### src/rtl/vga_pkg.sv
// Shared constants and arbiter state encoding for the VGA frame-buffer path.
package vga_pkg;

  localparam int FB_W   = 128;
  localparam int FB_H   = 96;
  localparam int ADDR_W = $clog2(FB_W * FB_H);
  localparam int DATA_W = 3;
  localparam int CNT_W  = 7;
  localparam logic [CNT_W-1:0] STALL_LIMIT = 7'd64;

  typedef enum logic [1:0] {
    IDLE      = 2'd0,
    SCAN      = 2'd1,
    DRAIN     = 2'd2,
    SCAN_PEND = 2'd3
  } arb_state_t;

endpackage

### src/rtl/vram_write_buffer.sv
// One-entry posted-write buffer with scan bypass compare and a saturating stall counter.
module vram_write_buffer #(
  parameter int ADDR_W = vga_pkg::ADDR_W,
  parameter int DATA_W = vga_pkg::DATA_W
) (
  input  logic              clk,
  input  logic              rst_n,
  input  logic              wr_req,
  input  logic [ADDR_W-1:0] wr_addr,
  input  logic [DATA_W-1:0] wr_data,
  input  logic              drain_now,
  input  logic              scan_req,
  input  logic [ADDR_W-1:0] scan_addr,
  output logic              wr_ready,
  output logic              wb_full,
  output logic [ADDR_W-1:0] wb_addr,
  output logic [DATA_W-1:0] wb_data,
  output logic              byp_hit,
  output logic [DATA_W-1:0] byp_data,
  output logic              wr_stall
);
  import vga_pkg::*;

  logic              wb_full_q, wb_full_d;
  logic [ADDR_W-1:0] wb_addr_q, wb_addr_d;
  logic [DATA_W-1:0] wb_data_q, wb_data_d;
  logic [CNT_W-1:0]  cnt_q, cnt_d;
  logic              byp_hit_q, byp_hit_d;
  logic [DATA_W-1:0] byp_data_q, byp_data_d;
  logic              accept;

  function automatic logic [CNT_W-1:0] sat_inc(input logic [CNT_W-1:0] v);
    return (&v) ? v : v + 1'b1;
  endfunction

  assign wr_ready = !wb_full_q || drain_now;
  assign accept   = wr_req && wr_ready;

  always_comb begin
    wb_full_d  = wb_full_q;
    wb_addr_d  = wb_addr_q;
    wb_data_d  = wb_data_q;
    cnt_d      = cnt_q;
    // A write accepted on a drain cycle refills the entry the RAM is taking.
    if (accept) begin
      wb_full_d = 1'b1;
      wb_addr_d = wr_addr;
      wb_data_d = wr_data;
    end else if (drain_now) begin
      wb_full_d = 1'b0;
    end
    if (drain_now)      cnt_d = '0;
    else if (wb_full_q) cnt_d = sat_inc(cnt_q);
    byp_hit_d  = scan_req && wb_full_q && (scan_addr == wb_addr_q);
    byp_data_d = wb_data_q;
  end

  always_ff @(posedge clk or negedge rst_n) begin
    if (!rst_n) begin
      wb_full_q <= 1'b0;
      cnt_q     <= '0;
      byp_hit_q <= 1'b0;
    end else begin
      wb_full_q <= wb_full_d;
      cnt_q     <= cnt_d;
      byp_hit_q <= byp_hit_d;
    end
  end

  always_ff @(posedge clk) begin
    wb_addr_q  <= wb_addr_d;
    wb_data_q  <= wb_data_d;
    byp_data_q <= byp_data_d;
  end

  assign wb_full  = wb_full_q;
  assign wb_addr  = wb_addr_q;
  assign wb_data  = wb_data_q;
  assign byp_hit  = byp_hit_q;
  assign byp_data = byp_data_q;
  assign wr_stall = (cnt_q >= STALL_LIMIT);

endmodule

### src/rtl/vga_vram_arbiter.sv
// Single-port VRAM arbiter: scanout reads win every cycle, posted writes drain into idle cycles.
module vga_vram_arbiter #(
  parameter int ADDR_W = vga_pkg::ADDR_W,
  parameter int DATA_W = vga_pkg::DATA_W
) (
  input  logic              clk,
  input  logic              resetbutton,
  input  logic              scan_req,
  input  logic [ADDR_W-1:0] scan_addr,
  output logic              scan_valid,
  output logic [DATA_W-1:0] scan_data,
  input  logic              wr_req,
  input  logic [ADDR_W-1:0] wr_addr,
  input  logic [DATA_W-1:0] wr_data,
  output logic              wr_ready,
  output logic              mem_en,
  output logic              mem_we,
  output logic [ADDR_W-1:0] mem_addr,
  output logic [DATA_W-1:0] mem_wdata,
  input  logic [DATA_W-1:0] mem_rdata,
  output logic              wr_stall
);
  import vga_pkg::*;

  arb_state_t        state_q, state_d;
  logic              wb_full, drain_now, byp_hit;
  logic [ADDR_W-1:0] wb_addr;
  logic [DATA_W-1:0] wb_data, byp_data;

  // Decision and memory drive are both combinational so a read goes out the cycle it is requested.
  always_comb begin
    state_d   = IDLE;
    mem_en    = 1'b0;
    mem_we    = 1'b0;
    mem_addr  = '0;
    mem_wdata = '0;
    if (scan_req)     state_d = wb_full ? SCAN_PEND : SCAN;
    else if (wb_full) state_d = DRAIN;
    case (state_d)
      SCAN, SCAN_PEND: begin
        mem_en   = 1'b1;
        mem_addr = scan_addr;
      end
      DRAIN: begin
        mem_en    = 1'b1;
        mem_we    = 1'b1;
        mem_addr  = wb_addr;
        mem_wdata = wb_data;
      end
      default: ;
    endcase
  end

  always_ff @(posedge clk or negedge resetbutton) begin
    if (!resetbutton) state_q <= IDLE;
    else              state_q <= state_d;
  end

  assign drain_now = (state_d == DRAIN);

  vram_write_buffer #(
    .ADDR_W(ADDR_W),
    .DATA_W(DATA_W)
  ) u_wbuf (
    .clk       (clk),
    .rst_n     (resetbutton),
    .wr_req    (wr_req),
    .wr_addr   (wr_addr),
    .wr_data   (wr_data),
    .drain_now (drain_now),
    .scan_req  (scan_req),
    .scan_addr (scan_addr),
    .wr_ready  (wr_ready),
    .wb_full   (wb_full),
    .wb_addr   (wb_addr),
    .wb_data   (wb_data),
    .byp_hit   (byp_hit),
    .byp_data  (byp_data),
    .wr_stall  (wr_stall)
  );

  // Registered read phase: the RAM answers one cycle after the read was issued.
  assign scan_valid = (state_q == SCAN) || (state_q == SCAN_PEND);
  assign scan_data  = !scan_valid ? '0 : (byp_hit ? byp_data : mem_rdata);

endmodule

### config.mk
export PLATFORM = sky130hd
export DESIGN_NAME = vga_vram_arbiter
export DESIGN_NICKNAME = d
export VERILOG_FILES = /design/src/rtl/vga_pkg.sv /design/src/rtl/vram_write_buffer.sv /design/src/rtl/vga_vram_arbiter.sv
export SDC_FILE = /design/constraint.sdc
export NUM_CORES = 1
export LEC_CHECK = 0
export CORE_UTILIZATION = 41
export CTS_CLUSTER_DIAMETER = 200
export CTS_CLUSTER_SIZE = 20
export DETAILED_ROUTE_END_ITERATION = 8
export GPL_ROUTABILITY_DRIVEN = 0
export PLACE_DENSITY = 0.78
export SYNTH_ARGS = -nofsm -noshare
export SYNTH_HDL_FRONTEND = slang
export SYNTH_SLANG_ARGS = --single-unit
### constraint.sdc
create_clock -name clk -period 1.6 [get_ports clk]
set_input_delay 0.32 -clock clk [delete_from_list [all_inputs] [get_ports clk]]
set_output_delay 0.32 -clock clk [all_outputs]
set_load 0.1 [all_outputs]
== Yosys cells after proc, flatten, opt, wreduce, memory -nomap -nowiden ==
Cells that the tools add are included.

* Memory bits (read-only): 0
* Latch bits: 0
* Output and inout bits: 25
* Register bits: 31
* Logic and storage cells: 42
* Bits of input ports: 38
* Memories: 0
* Memory bits (writable): 0

* Equality and inequality tests: 7
* Multiply operators: 0
* $add $sub $neg: 1
* Div/mod/pow operators: 0
* Order comparisons: 1
* Bitwise gates (word level): 0
* Muxes and demuxes: 14
* Shifts and indexed selects: 0
* Reduce and logical (&&, ||, !) cells: 12

{| class="wikitable"
|+ Operators by type and width
! cell !! count
|-
| case mux 14 bit (2 select lines) || 1
|-
| two-way mux 7 bit || 3
|-
| == test 14 bit || 1
|-
| two-way mux 3 bit || 3
|-
| adder 7 x 1 -> 7 bit, second input constant || 1
|-
| >= comparator 7 bit, second input constant || 1
|-
| AND reduction 7 bit || 1
|-
| == test 2 bit, second input constant || 3
|-
| two-way mux 2 bit || 3
|-
| == test 2 x 1 -> 1 bit, second input constant || 2
|-
| two-way mux 1 bit || 4
|-
| nonzero test 2 bit || 2
|-
| logical AND 1 bit || 3
|-
| OR reduction 3 bit || 1
|-
| logical OR 1 bit || 2
|-
| != test 2 x 1 -> 1 bit, second input constant || 1
|-
| AND reduction 2 bit || 1
|-
| OR reduction 2 bit || 1
|-
| zero test 1 bit || 1
|}

== Depth between registers and ports, before layout ==
Gate-level depths: netlist (run 1).

* Depth after elaboration: 6
* Mapped depth: 5
* Mapped depth without buffers: 5

== Hierarchy ==
Synthesis (run 1) repeated with hierarchy kept, for this count alone.

* Cells, all modules: 115
* Area, all modules: 1455.1 um^2

{| class="wikitable"
|+ Modules (own cells, without submodules)
! module !! seq. area each (um^2) !! area an instance (um^2) !! times used !! cells an instance
|-
| vram_write_buffer || 795.8 || 1196.1 || 1 || 85
|-
| vga_vram_arbiter || 25.0 || 259.0 || 1 || 30
|}

== Worst setup path before layout (run 1) ==
No wires, ideal clock.

* Path type: register to output
* Start: register u_wbuf.wb_full_q, in the netlist u_wbuf.wb_full
* End: output port mem_addr[0]
* Stages on the path, launching flop included: 5
* Required time: 1280 ps
* Data arrival time: 2019 ps
* Slack: -739 ps
* Path buffers: 2
* Path through: dfrtp_1 > buf_2 > and2b_1 > buf_2 > a22o_1

* Longest elaborated chain between the ends: 5
* Elaborated cells on any way between the ends: 8
* Those cells by class: 3 x eq/ne; 4 x mux; 1 x reduce/logical

{| class="wikitable"
|+ RTL lines
! what !! line !! text
|-
| start, declared || vram_write_buffer.sv:24 || <nowiki>logic wb_full_q, wb_full_d;</nowiki>
|-
| start signal, assigned || vram_write_buffer.sv:64 || <nowiki>wb_full_q <= wb_full_d;</nowiki>
|-
| two-way mux 2 bit (on tied branches) || vga_vram_arbiter.sv:38, vga_vram_arbiter.sv:37 ||
|-
| two-way mux 2 bit (*) || vga_vram_arbiter.sv:37 || <nowiki>if (scan_req) state_d = wb_full ? SCAN_PEND : SCAN;</nowiki>
|-
| == test 2 x 1 -> 1 bit or == test 2 bit (tied branches) || vga_vram_arbiter.sv:39 || <nowiki>case (state_d)</nowiki>
|-
| OR reduction 2 bit || - ||
|-
| case mux 14 bit (2 select lines) (*) || vga_vram_arbiter.sv:39 ||
|-
| end, declared || vga_vram_arbiter.sv:18 || <nowiki>output logic [ADDR_W-1:0] mem_addr,</nowiki>
|}

Every way passes the cells marked *; elsewhere a longest branch is shown, timed or not.

== Worst setup path after layout (run 1) ==
* Start: register u_wbuf.wb_full_q, in the netlist u_wbuf.wb_full
* End: output port mem_addr[8]

Same word-level chain as after synthesis.

==> results of run 1 <==
==> metrics by stage <==
step | total power (uW) | hold slack (ns) | setup WS (ns) | utilization
after CTS | 2510 | 0.296 | -0.173 | 0.791
after floorplan | 1400 | 0.0244 | -0.120 | -
after global routing | 2620 | 0.284 | -0.226 | 0.805
final | 2550 | 0.273 | -0.181 | 0.805
after global placement | 1730 | 0.358 | -0.380 | 0.732
after detailed placement | 1740 | 0.355 | -0.390 | 0.732
==> repair_timing <==
item / 4_1_cts / 5_1_grt
gates resized for setup: 16 / 7
setup buffers: 3 / 1
gates cloned: 2 / 0
hold endpoints to repair: 0 / 0
setup endpoints to repair: 23 / 24
pin swaps: 4 / 3
==> registers in the layout, indices dropped and copies added (netlist names) <==
signal           cells
u_wbuf.byp_data      3
u_wbuf.wb_data       3
u_wbuf.byp_hit       1
u_wbuf.wb_full       1
u_wbuf.cnt_q         7
u_wbuf.wb_addr      14
state_q              1
==> worst paths after layout <==
path / start / to / slack (ns) / cells after the start
worst max-delay path: u_wbuf.wb_full$_DFFE_PN0P_ / mem_addr[8] / -0.18 / 3
worst min-delay path: resetbutton / state_q[0]$_DFF_PN0_ / 0.27 / 1
worst max register to register: u_wbuf.wb_full$_DFFE_PN0P_ / u_wbuf.cnt_q[5]$_DFFE_PN0P_ / 0.03 / 6
worst min register to register: u_wbuf.wb_data[1]$_DFFE_PP_ / u_wbuf.byp_data[1]$_DFF_P_ / 0.38 / 0
max in group asynchronous: resetbutton / u_wbuf.wb_full$_DFFE_PN0P_ / 1.00 / 1
min in group clk: u_wbuf.wb_data[1]$_DFFE_PP_ / u_wbuf.byp_data[1]$_DFF_P_ / 0.38 / 0
==> power by group through the flow <==
| stage | sequential (uW) | combinational, uW | clock [uW] |
|---|---|---|---|
| after floorplan | 909 | 490 | 0 |
| after global placement | 916 | 809 | 0 |
| after detailed placement | 918 | 822 | 0 |
| after CTS | 905 | 855 | 753 |
| after global routing | 914 | 907 | 797 |
| final | 908 | 878 | 760 |
==> worst max-delay path, cell delays in order, from the launching register on <==
cell and delay [ns]:
dfrtp_2 0.45, and2b_2 0.26, a22o_4 0.24, buf_12 0.16
==> area by class of cell <==
cell class / instances / area, um2
Timing Repair Buffer: 70 / 957
Multi-Input combinational cell: 77 / 754
Clock inverter: 1 / 30.0
Sequential cell: 30 / 823
Fill cell: 199 / 657
Clock buffer: 7 / 76.3
Inverter: 2 / 7.51
Tap cell: 46 / 57.6
==> layout by cell type, fill, tap and decap left out, types with 2 or more instances in the layout <==
master	count
edfxtp_1	17
nand4_1	5
clkdlybuf4s50_1	36
buf_4	3
inv_1	2
a22o_4	8
dfrtp_2	2
nand3_1	3
dfrtp_1	8
clkbuf_4	5
buf_6	4
a22o_2	6
and4_1	3
o211ai_1	2
buf_12	26
and2b_4	2
a31oi_1	3
xnor2_1	11
nor2b_4	3
and2_4	3
ha_1	2
dfxtp_1	3
a21oi_1	2
mux2i_2	3
xor2_1	3
==> kinds of logic after synthesis <==
group                    count (synthesis)  synth area share
XOR/XNOR                                14            0.0847
AO/OA/AOI/OAI                           28             0.151
buffers and inverters                   11            0.0328
AND/OR/NAND/NOR                         28             0.126
multiplexers                             3            0.0207
adder cells (fa/ha/maj)                  2            0.0173
flip-flops                              30             0.567
==> metal layers <==
| layer | wire length, um | part of all wire |
|---|---|---|
| met3 | 330 | 0.072 |
| met5 | 0 | 0 |
| met2 | 2400 | 0.52 |
| met4 | 221 | 0.048 |
| met1 | 1650 | 0.36 |
==> out/metrics.cfg, run 1 <==
[outcome]
status=finished, violations left
violations=setup timing

[global_routing]
met1_usage=0.283
first_global_vias=1397
grt_pass1_wl_um=6940
grt_overflow=0
antenna_found_initial=0
met3_usage=0.107
grt_max_degree=18
grtUsageTotal=0.275
busiest_layer=met2
met2_usage=0.481

[power_and_ir_drop]
pwr-share-clk=0.298
p_sw_frac=0.330
ir_worst_vdd_uv=738
p_per_area_mw_per_mm2=941
seq_power_share=0.357
comb_power_share=0.345
internal_power_uw=1710
switching_power_uw=840
p_leak_uw=0.00108

[logic_synthesis]
synth_top_area_cell=edfxtp_1
yosysUniqueCellTypes=35
ys_seq_elements=30
netlist_top_cells_count=17 x edfxtp_1, 14 x a22o_1, 11 x xnor2_1, 10 x dfrtp_1
postSynthNetCount=156
seq_area_frac_synth=0.567
yosysMostFrequentCell=edfxtp_1
async_reset_ff_frac=0.333
synth_cells=116
synth_edf_count=17
synth.avg_cell_area_um2=12.5
synth.top_cell.area_share=0.353
synthesis.area_mm2=0.00145
synth_area_leaders=edfxtp_1 35%, dfrtp_1 17%, a22o_1 8.5%
synth_top_flop_cell=edfxtp_1
synth_warnings=0

[sta]
maxSlewHeadroom=0.704
finalSetupViolCount=23
fmax_mhz=562
finalMaxSlewViolations=0
setup_ws_ns=-0.181
grt_setup_unrepaired=yes
finClkSkew_ns=0.00672
layout_min_cycle_time_ns=1.78
hold_violations=0
tightestPinTransition_ns=0.443
fin_crit_sh=1.11
fin_tns_setup_ns=-2.55

[clock_network]
cts_num_sinks=30
cts_hold_buf=0
tritoncts=built
root_buffer=clkbuf_4
htreeDepth=2
clockBufferDepth=2
path_clk_slew_ns=0.10
clock_latency_ns=0.35
numCtsBuffers=5

[detailed_routing]
avgRoutedWirePerCell_um=19.8
drtAntennaViolNets=0
vias=1274
first_iter_violations=51
vias_per_cell=5.47
firstDrtPassIters=4
drc=0
wl_um=4610

[cells_and_area]
antenna_cells=0
drive_gt1_frac=0.401
final_area_mm2=0.00271
area_growth_pct=86.9
fin_cells=233
nets=226

[die]
core_region_area_mm2=0.00336
rows=21
fp.dieH_um=61.4
io_pins=63
fp.dieW_um=61.4
initial_core_util=0.430
die_area_mm2=0.00377

[placed_design]
dp.cells=220
place_area_mm2=0.00246
place_hpwl_um=2830
port_buffers=62

[setup_path]
crit_path_start_kind=flop
cp_max_fo=4
crit_arrival_ns=1.46
cp.required_ns=1.28
endpoint_kind=output port
critical_path_class=reg -> out

[run]
max_cap_viol_count=0

[worst_hold_path]
hold_path.class=in -> async

(Power assumes the default switching activity.)
==> run 2, diff against run 1 <==
--- a/config.mk
+++ b/config.mk
@@ -5,12 +5,13 @@
 export SDC_FILE = /design/constraint.sdc
 export NUM_CORES = 1
 export LEC_CHECK = 0
+export CORE_MARGIN = 1.5
 export CORE_UTILIZATION = 41
 export CTS_CLUSTER_DIAMETER = 200
 export CTS_CLUSTER_SIZE = 20
 export DETAILED_ROUTE_END_ITERATION = 8
 export GPL_ROUTABILITY_DRIVEN = 0
-export PLACE_DENSITY = 0.78
+export PLACE_DENSITY = 0.89
 export SYNTH_ARGS = -nofsm -noshare
 export SYNTH_HDL_FRONTEND = slang
 export SYNTH_SLANG_ARGS = --single-unit
==> constraint.sdc (replaced) <==
create_clock -name clk -period 1.85 [get_ports clk]
set_input_delay 0.37 -clock clk [delete_from_list [all_inputs] [get_ports clk]]
set_output_delay 0.37 -clock clk [all_outputs]
set_load 0.1 [all_outputs]
==> run 2 against run 1 <==
The flow still finishes with violations (setup timing). First-iteration DRC count up 47%. Non-clock buffer count up 4. Largest cell class unchanged. Worst hold slack better by 0.053 ns.
==> out/metrics.cfg, run 2 (same netlist as run 1, synthesis figures left out) <==
[setup_path]
crit_path_start_kind=flop
cp_max_fo=5  ; +1
crit_arrival_ns=1.52  ; +0.06 ns
critical_path_class=reg -> out
cp.required_ns=1.48  ; +0.20 ns
endpoint_kind=output port

[global_routing]
antenna_found_initial=0  ; unchanged
grtUsageTotal=0.304  ; +0.0288
first_global_vias=1553  ; +11%
grt_max_degree=22  ; +4
grt_overflow=0  ; unchanged
grt_pass1_wl_um=8620  ; +24%

[die]
die_area_mm2=0.00390  ; +3.3%
initial_core_util=0.430  ; unchanged
rows=21  ; unchanged
core_region_area_mm2=0.00336  ; unchanged
fp.dieW_um=62.4  ; +1.6%
fp.dieH_um=62.4  ; +1.6%
io_pins=63  ; unchanged

[power_and_ir_drop]
ir_worst_vdd_uv=608  ; -18%
pwr-share-clk=0.247  ; -0.051
p_leak_uw=0.00108  ; about the same
p_sw_frac=0.354  ; +0.0240
internal_power_uw=1360  ; -20%
p_per_area_mw_per_mm2=775  ; -18%
power_uw=2100  ; -17%
comb_power_share=0.378  ; +0.033
switching_power_uw=745  ; -11%
seq_power_share=0.375  ; +0.018

[sta]
layout_min_cycle_time_ns=1.89
finalMaxSlewViolations=0  ; unchanged
setup_ws_ns=-0.0420  ; +0.139 ns
finClkSkew_ns=0.0136  ; +0.00687 ns
fmax_mhz=529
fin_crit_sh=1.02
finalSetupViolCount=16  ; -30%
maxSlewHeadroom=0.704  ; about the same
grt_setup_unrepaired=yes
tightestPinTransition_ns=0.443  ; -0.000137 ns
hold_violations=0  ; unchanged

[cells_and_area]
antenna_cells=0  ; unchanged
nets=228  ; +0.88%
largest_reg_flops=14  ; unchanged
final_area_mm2=0.00272  ; +0.32%
postLayoutCoreUtil=0.807  ; +0.00260
final_common_cell=clkdlybuf4s50_1
drive_gt1_frac=0.360  ; -0.0413
mostFrequentLayoutCells=36 x clkdlybuf4s50_1, 26 x buf_12, 17 x edfxtp_1
area_growth_pct=87.6

[detailed_routing]
vias_per_cell=5.73  ; +4.8%
drc=0  ; unchanged
vias=1347  ; +5.7%
avgRoutedWirePerCell_um=23.8  ; +20%
drtAntennaViolNets=0  ; unchanged
firstDrtPassIters=4  ; unchanged
first_iter_violations=75  ; +47%
wl_um=5580  ; +21%

[clock_network]
cts_num_sinks=30  ; unchanged
root_buffer=clkbuf_4
tritoncts=built
clockBufferDepth=2  ; unchanged
numCtsBuffers=5  ; unchanged
htreeDepth=2  ; unchanged
path_clk_slew_ns=0.11  ; about the same
cts_hold_buf=0  ; unchanged
clock_latency_ns=0.34  ; about the same

[placed_design]
pre_cts_ws_ns=-0.208  ; +0.182 ns
port_buffers=62  ; unchanged
place_area_mm2=0.00245  ; -0.56%
place_hpwl_um=3020  ; +6.7%

[outcome]
violations=setup timing
status=finished, violations left

[worst_hold_path]
hold_path.class=in -> async

[run]
max_cap_viol_count=0  ; unchanged

[run 2: cell types whose count changed in the layout (fill, tap and decap cells not counted), sizes merged]
cell | previous run | this run
and2b | 3 | 1
buf | 33 | 36
bufinv | 1 | 0
clkbuf | 7 | 9
[run 2: critical path: stages (launching register included)]
cell,delay (ns)
dfrtp_1,0.39
and2b_4,0.23
buf_12,0.15
a22o_4,0.23
buf_12,0.17
[run 2: repair_timing]
action,CTS,global route
cloned,2,1
setup buffers,1,1
gates resized for setup,15,2
pin swaps,0,1
endpoints found under the setup margin,19,17
[run 2: path summary, 6_finish.rpt]
check | from | to | slack (ns) | cells past startpoint
worst max-delay path | u_wbuf.wb_full$_DFFE_PN0P_ | mem_addr[9] | -0.04 | 4
worst min-delay path | resetbutton | u_wbuf.cnt_q[1]$_DFFE_PN0P_ | 0.33 | 1
worst max register to register | u_wbuf.cnt_q[1]$_DFFE_PN0P_ | u_wbuf.cnt_q[2]$_DFFE_PN0P_ | 0.29 | 4
worst min register to register | u_wbuf.wb_data[0]$_DFFE_PP_ | u_wbuf.byp_data[0]$_DFF_P_ | 0.41 | 0
max in group asynchronous | resetbutton | u_wbuf.byp_hit$_DFF_PN0_ | 1.21 | 1
min in group clk | u_wbuf.wb_data[0]$_DFFE_PP_ | u_wbuf.byp_data[0]$_DFF_P_ | 0.41 | 0
[run 2: metrics by stage]
stage          hold WS, ns  setup TNS [ns]  instances
6_report             0.326          -0.425        235
5_1_grt              0.342           -1.25        235
4_1_cts              0.334          -0.280        233
3_5_place_dp         0.366           -4.70        222
3_3_place_gp         0.363           -3.10        222
2_1_floorplan       0.0744         -0.0857        116
[run 2: cell type report]
class	count	area, um2
repair buffers	74	1030
multi-input cells	75	719
well taps	46	57.6
clock buffers	8	80.1
inverters	2	7.51
fillers	173	648
flip-flops and latches	30	821
[run 2: layer usage]
layer | part of all wire | wire (um) | track usage | up-vias
met4 | 0.034 | 190 | 0.164 | 0
li1 | - | - | - | 584
met2 | 0.50 | 2800 | 0.500 | 103
met3 | 0.10 | 560 | 0.114 | 19
met5 | 0 | 0 | 0 | -
met1 | 0.36 | 2030 | 0.341 | 641
[run 2: power by group through the flow]
stage	Sequential [uW]	Combinational [uW]	Clock (uW)
after floorplan	786	408	0
after global placement	791	696	0
after detailed placement	793	714	0
after CTS	783	766	512
after global routing	792	817	551
final	790	796	519
==> run 3, diff against run 2 <==
--- a/config.mk
+++ b/config.mk
@@ -6,12 +6,13 @@
 export NUM_CORES = 1
 export LEC_CHECK = 0
 export CORE_MARGIN = 1.5
-export CORE_UTILIZATION = 41
+export CORE_UTILIZATION = 42
 export CTS_CLUSTER_DIAMETER = 200
 export CTS_CLUSTER_SIZE = 20
 export DETAILED_ROUTE_END_ITERATION = 8
 export GPL_ROUTABILITY_DRIVEN = 0
-export PLACE_DENSITY = 0.89
+export PLACE_DENSITY = 0.91
 export SYNTH_ARGS = -nofsm -noshare
 export SYNTH_HDL_FRONTEND = slang
+export SYNTH_HIERARCHICAL = 1
 export SYNTH_SLANG_ARGS = --single-unit
==> run 3 against run 2 <==
The run still ends with setup timing left. Clock-buffer cell count decreased by 1. Fmax increased by 2.2%. Global-route usage decreased by 6.9 points. Routed wire length decreased by 23%. Critical path depth unchanged. Setup slack improved by 0.040 ns. Synthesized area increased by 0.52%. Critical endpoint is now mem_addr[3]. Highest routed layer unchanged.
==> out/metrics.cfg, run 3 <==
[power_and_ir_drop]
switching_power_uw=764  ; +2.5%
p_per_area_mw_per_mm2=805  ; +3.9%
ir_worst_vdd_uv=724  ; +19%
pwr-share-clk=0.208  ; -0.039
seq_power_share=0.395  ; +0.020
power_uw=2050  ; -2.7%
comb_power_share=0.397  ; +0.019
internal_power_uw=1280  ; -5.6%
p_leak_uw=0.00100  ; -7.0%
p_sw_frac=0.373  ; +0.0191

[cells_and_area]
fillerInstances=193  ; +12%
drive_gt1_frac=0.332  ; -0.0282
multi_input_area_um2=638  ; -11%
area_growth_pct=74.7
antenna_cells=0  ; unchanged
ff_latch_area_um2=822  ; +0.15%
nets=226  ; -0.88%
fin_cells=233  ; -0.85%
final_common_cell=clkdlybuf4s50_1
largest_reg_flops=14  ; unchanged
mostFrequentLayoutCells=36 x clkdlybuf4s50_1, 26 x buf_12, 17 x edfxtp_1

[global_routing]
antenna_found_initial=0  ; unchanged
grt_overflow=0  ; unchanged
met2_usage=0.389  ; -0.111
grt_pass1_wl_um=6250  ; -27%
grt_max_degree=19  ; -14%
busiest_layer=met2
first_global_vias=1330  ; -14%
met3_usage=0.0849  ; -0.0286
met1_usage=0.269  ; -0.0717
grtUsageTotal=0.234  ; -0.0693

[setup_path]
cp.required_ns=1.48  ; about the same
crit_path_frequent_cell=buf_12
crit_chain=nor2b_4 -> buf_12 -> a22o_2 -> buf_12
cp_slowest_stage_delay_ns=0.43  ; +0.04 ns
critical_path_class=reg -> out
ff2ff_path_depth=4  ; unchanged
cpMaxStageDelayCell=dfrtp_2
endpoint_kind=output port
cp_max_fo=18  ; +13
crit_family=flip-flops
path_buf_inv=2  ; unchanged
crit_arrival_ns=1.48  ; -0.04 ns
cp.depth=4  ; unchanged
crit_path_start_kind=flop

[die]
io_pins=63  ; unchanged
die_area_mm2=0.00383  ; -1.8%
rows=21  ; unchanged
core_region_area_mm2=0.00334  ; -0.78%
fp.dieH_um=61.9  ; -0.90%
fp.dieW_um=61.9  ; -0.90%
initial_core_util=0.436  ; +0.00564

[logic_synthesis]
yosysMostFrequentCell=edfxtp_1
synth.top_cell.area_share=0.351  ; -0.00182
synth_cells=115  ; -0.86%
synth.avg_cell_area_um2=12.7  ; +1.4%
yosysUniqueCellTypes=30  ; -14%
synth_edf_count=17  ; unchanged
synth_top_flop_cell=edfxtp_1
async_reset_ff_frac=0.333  ; unchanged
postSynthNetCount=155  ; -0.64%
seq_area_frac_synth=0.564  ; -0.00293
netlist_top_cells_count=17 x edfxtp_1, 14 x a22o_1, 11 x xnor2_1, 10 x dfrtp_1
synth_top_area_cell=edfxtp_1
synthesis.area_mm2=0.00146  ; +0.52%
synth_area_leaders=edfxtp_1 35%, dfrtp_1 17%, a22o_1 8.4%
ys_seq_elements=30  ; unchanged
synth_warnings=6  ; +6

[detailed_routing]
vias_per_cell=5.27  ; -8.0%
vias=1229  ; -8.8%
first_iter_violations=92  ; +23%
drc=0  ; unchanged
firstDrtPassIters=4  ; unchanged
avgRoutedWirePerCell_um=18.3  ; -23%
wl_um=4270  ; -23%
drtAntennaViolNets=0  ; unchanged

[placed_design]
dp.cells=224  ; +0.90%
port_buffers=62  ; unchanged
place_hpwl_um=3060  ; +1.3%

[outcome]
violations=setup timing
status=finished, violations left

[sta]
finClkSkew_ns=0.0102  ; -0.00343 ns
fmax_mhz=540  ; +2.2%
setup_ws_ns=-0.00161  ; +0.0403 ns
fin_crit_sh=1.00  ; -0.0218
maxSlewHeadroom=0.698  ; -0.00611
layout_min_cycle_time_ns=1.85  ; -0.0403 ns
fin_tns_setup_ns=-0.00171  ; +0.423 ns
tightestPinTransition_ns=0.452  ; +0.00913 ns
finalSetupViolCount=2  ; -14
finalMaxSlewViolations=0  ; unchanged
hold_violations=0  ; unchanged
grt_setup_unrepaired=yes

[clock_network]
cts_num_sinks=30  ; unchanged
clock_latency_ns=0.34  ; about the same
clockBufferDepth=2  ; unchanged
tritoncts=built
htreeDepth=2  ; unchanged
root_buffer=clkbuf_4
path_clk_slew_ns=0.10  ; about the same
cts_hold_buf=0  ; unchanged
numCtsBuffers=5  ; unchanged

[run]
max_cap_viol_count=0  ; unchanged

[worst_hold_path]
hold_path.class=in -> async

-- run 3: final cells by class --
type | count | area share
inverters | 5 | 0.00738
well taps | 46 | 0.0226
flip-flops and latches | 30 | 0.323
clock inverters | 1 | 0.00197
multi-input cells | 74 | 0.251
repair buffers | 70 | 0.372
clock buffers | 7 | 0.0217
-- run 3: metal layers --
layer  part of all wire  vias up
met3              0.072        6
met5                  0        -
met1               0.38      600
met4              0.015        0
li1                   -      565
met2               0.54       58
-- run 3: timing repair --
| action | in CTS | in global routing |
|---|---|---|
| gates cloned | 0 | 0 |
| setup buffers | 1 | 0 |
| endpoints found under the setup margin | 19 | 18 |
| gates resized for setup | 2 | 3 |
-- run 3: path summary, 6_finish.rpt --
kind                                             start  slack, ns                          end
max                         u_wbuf/wb_full$_DFFE_PN0P_     -0.002                  mem_addr[3]
min                                        resetbutton       0.33  u_wbuf/cnt_q[2]$_DFFE_PN0P_
max reg2reg                u_wbuf/cnt_q[0]$_DFFE_PN0P_       0.17  u_wbuf/cnt_q[5]$_DFFE_PN0P_
min reg2reg                u_wbuf/wb_data[0]$_DFFE_PP_       0.38   u_wbuf/byp_data[0]$_DFF_P_
max in group asynchronous                  resetbutton       1.18   u_wbuf/wb_full$_DFFE_PN0P_
min in group clk           u_wbuf/wb_data[0]$_DFFE_PP_       0.38   u_wbuf/byp_data[0]$_DFF_P_
-- run 3: cells by family (layout without fill, tap and decap cells) --
kind of cell | count (synthesis) | after routing | share of synthesized area
buffers and inverters | 11 | 83 | 0.0395
AOI/OAI and AO/OA | 22 | 22 | 0.123
adders and majority gates | 2 | 2 | 0.0172
and+or+nand+nor | 30 | 30 | 0.129
DFF | 30 | 30 | 0.564
muxes | 6 | 6 | 0.0430
xor gates and xnor gates | 14 | 14 | 0.0843
-- run 3: through the flow --
stage	util	hold WS (ns)	setup slack (ns)	cell area, um2
floorplan	-	0.0744	-0.0148	1500
CTS	0.754	0.342	-0.00361	2520
detailed placement	0.733	0.357	-0.134	2450
finish	0.762	0.332	-0.00161	2540
global placement	0.733	0.349	-0.0786	2450
global route	0.762	0.354	-0.0635	2540
-- run 3: power by group through the flow --
stage,clock [uW],combinational [uW],sequential [uW]
5_1_grt,469,844,817
4_1_cts,424,802,806
3_3_place_gp,0,772,818
3_5_place_dp,0,794,824
2_1_floorplan,0,468,810
6_report,425,813,809
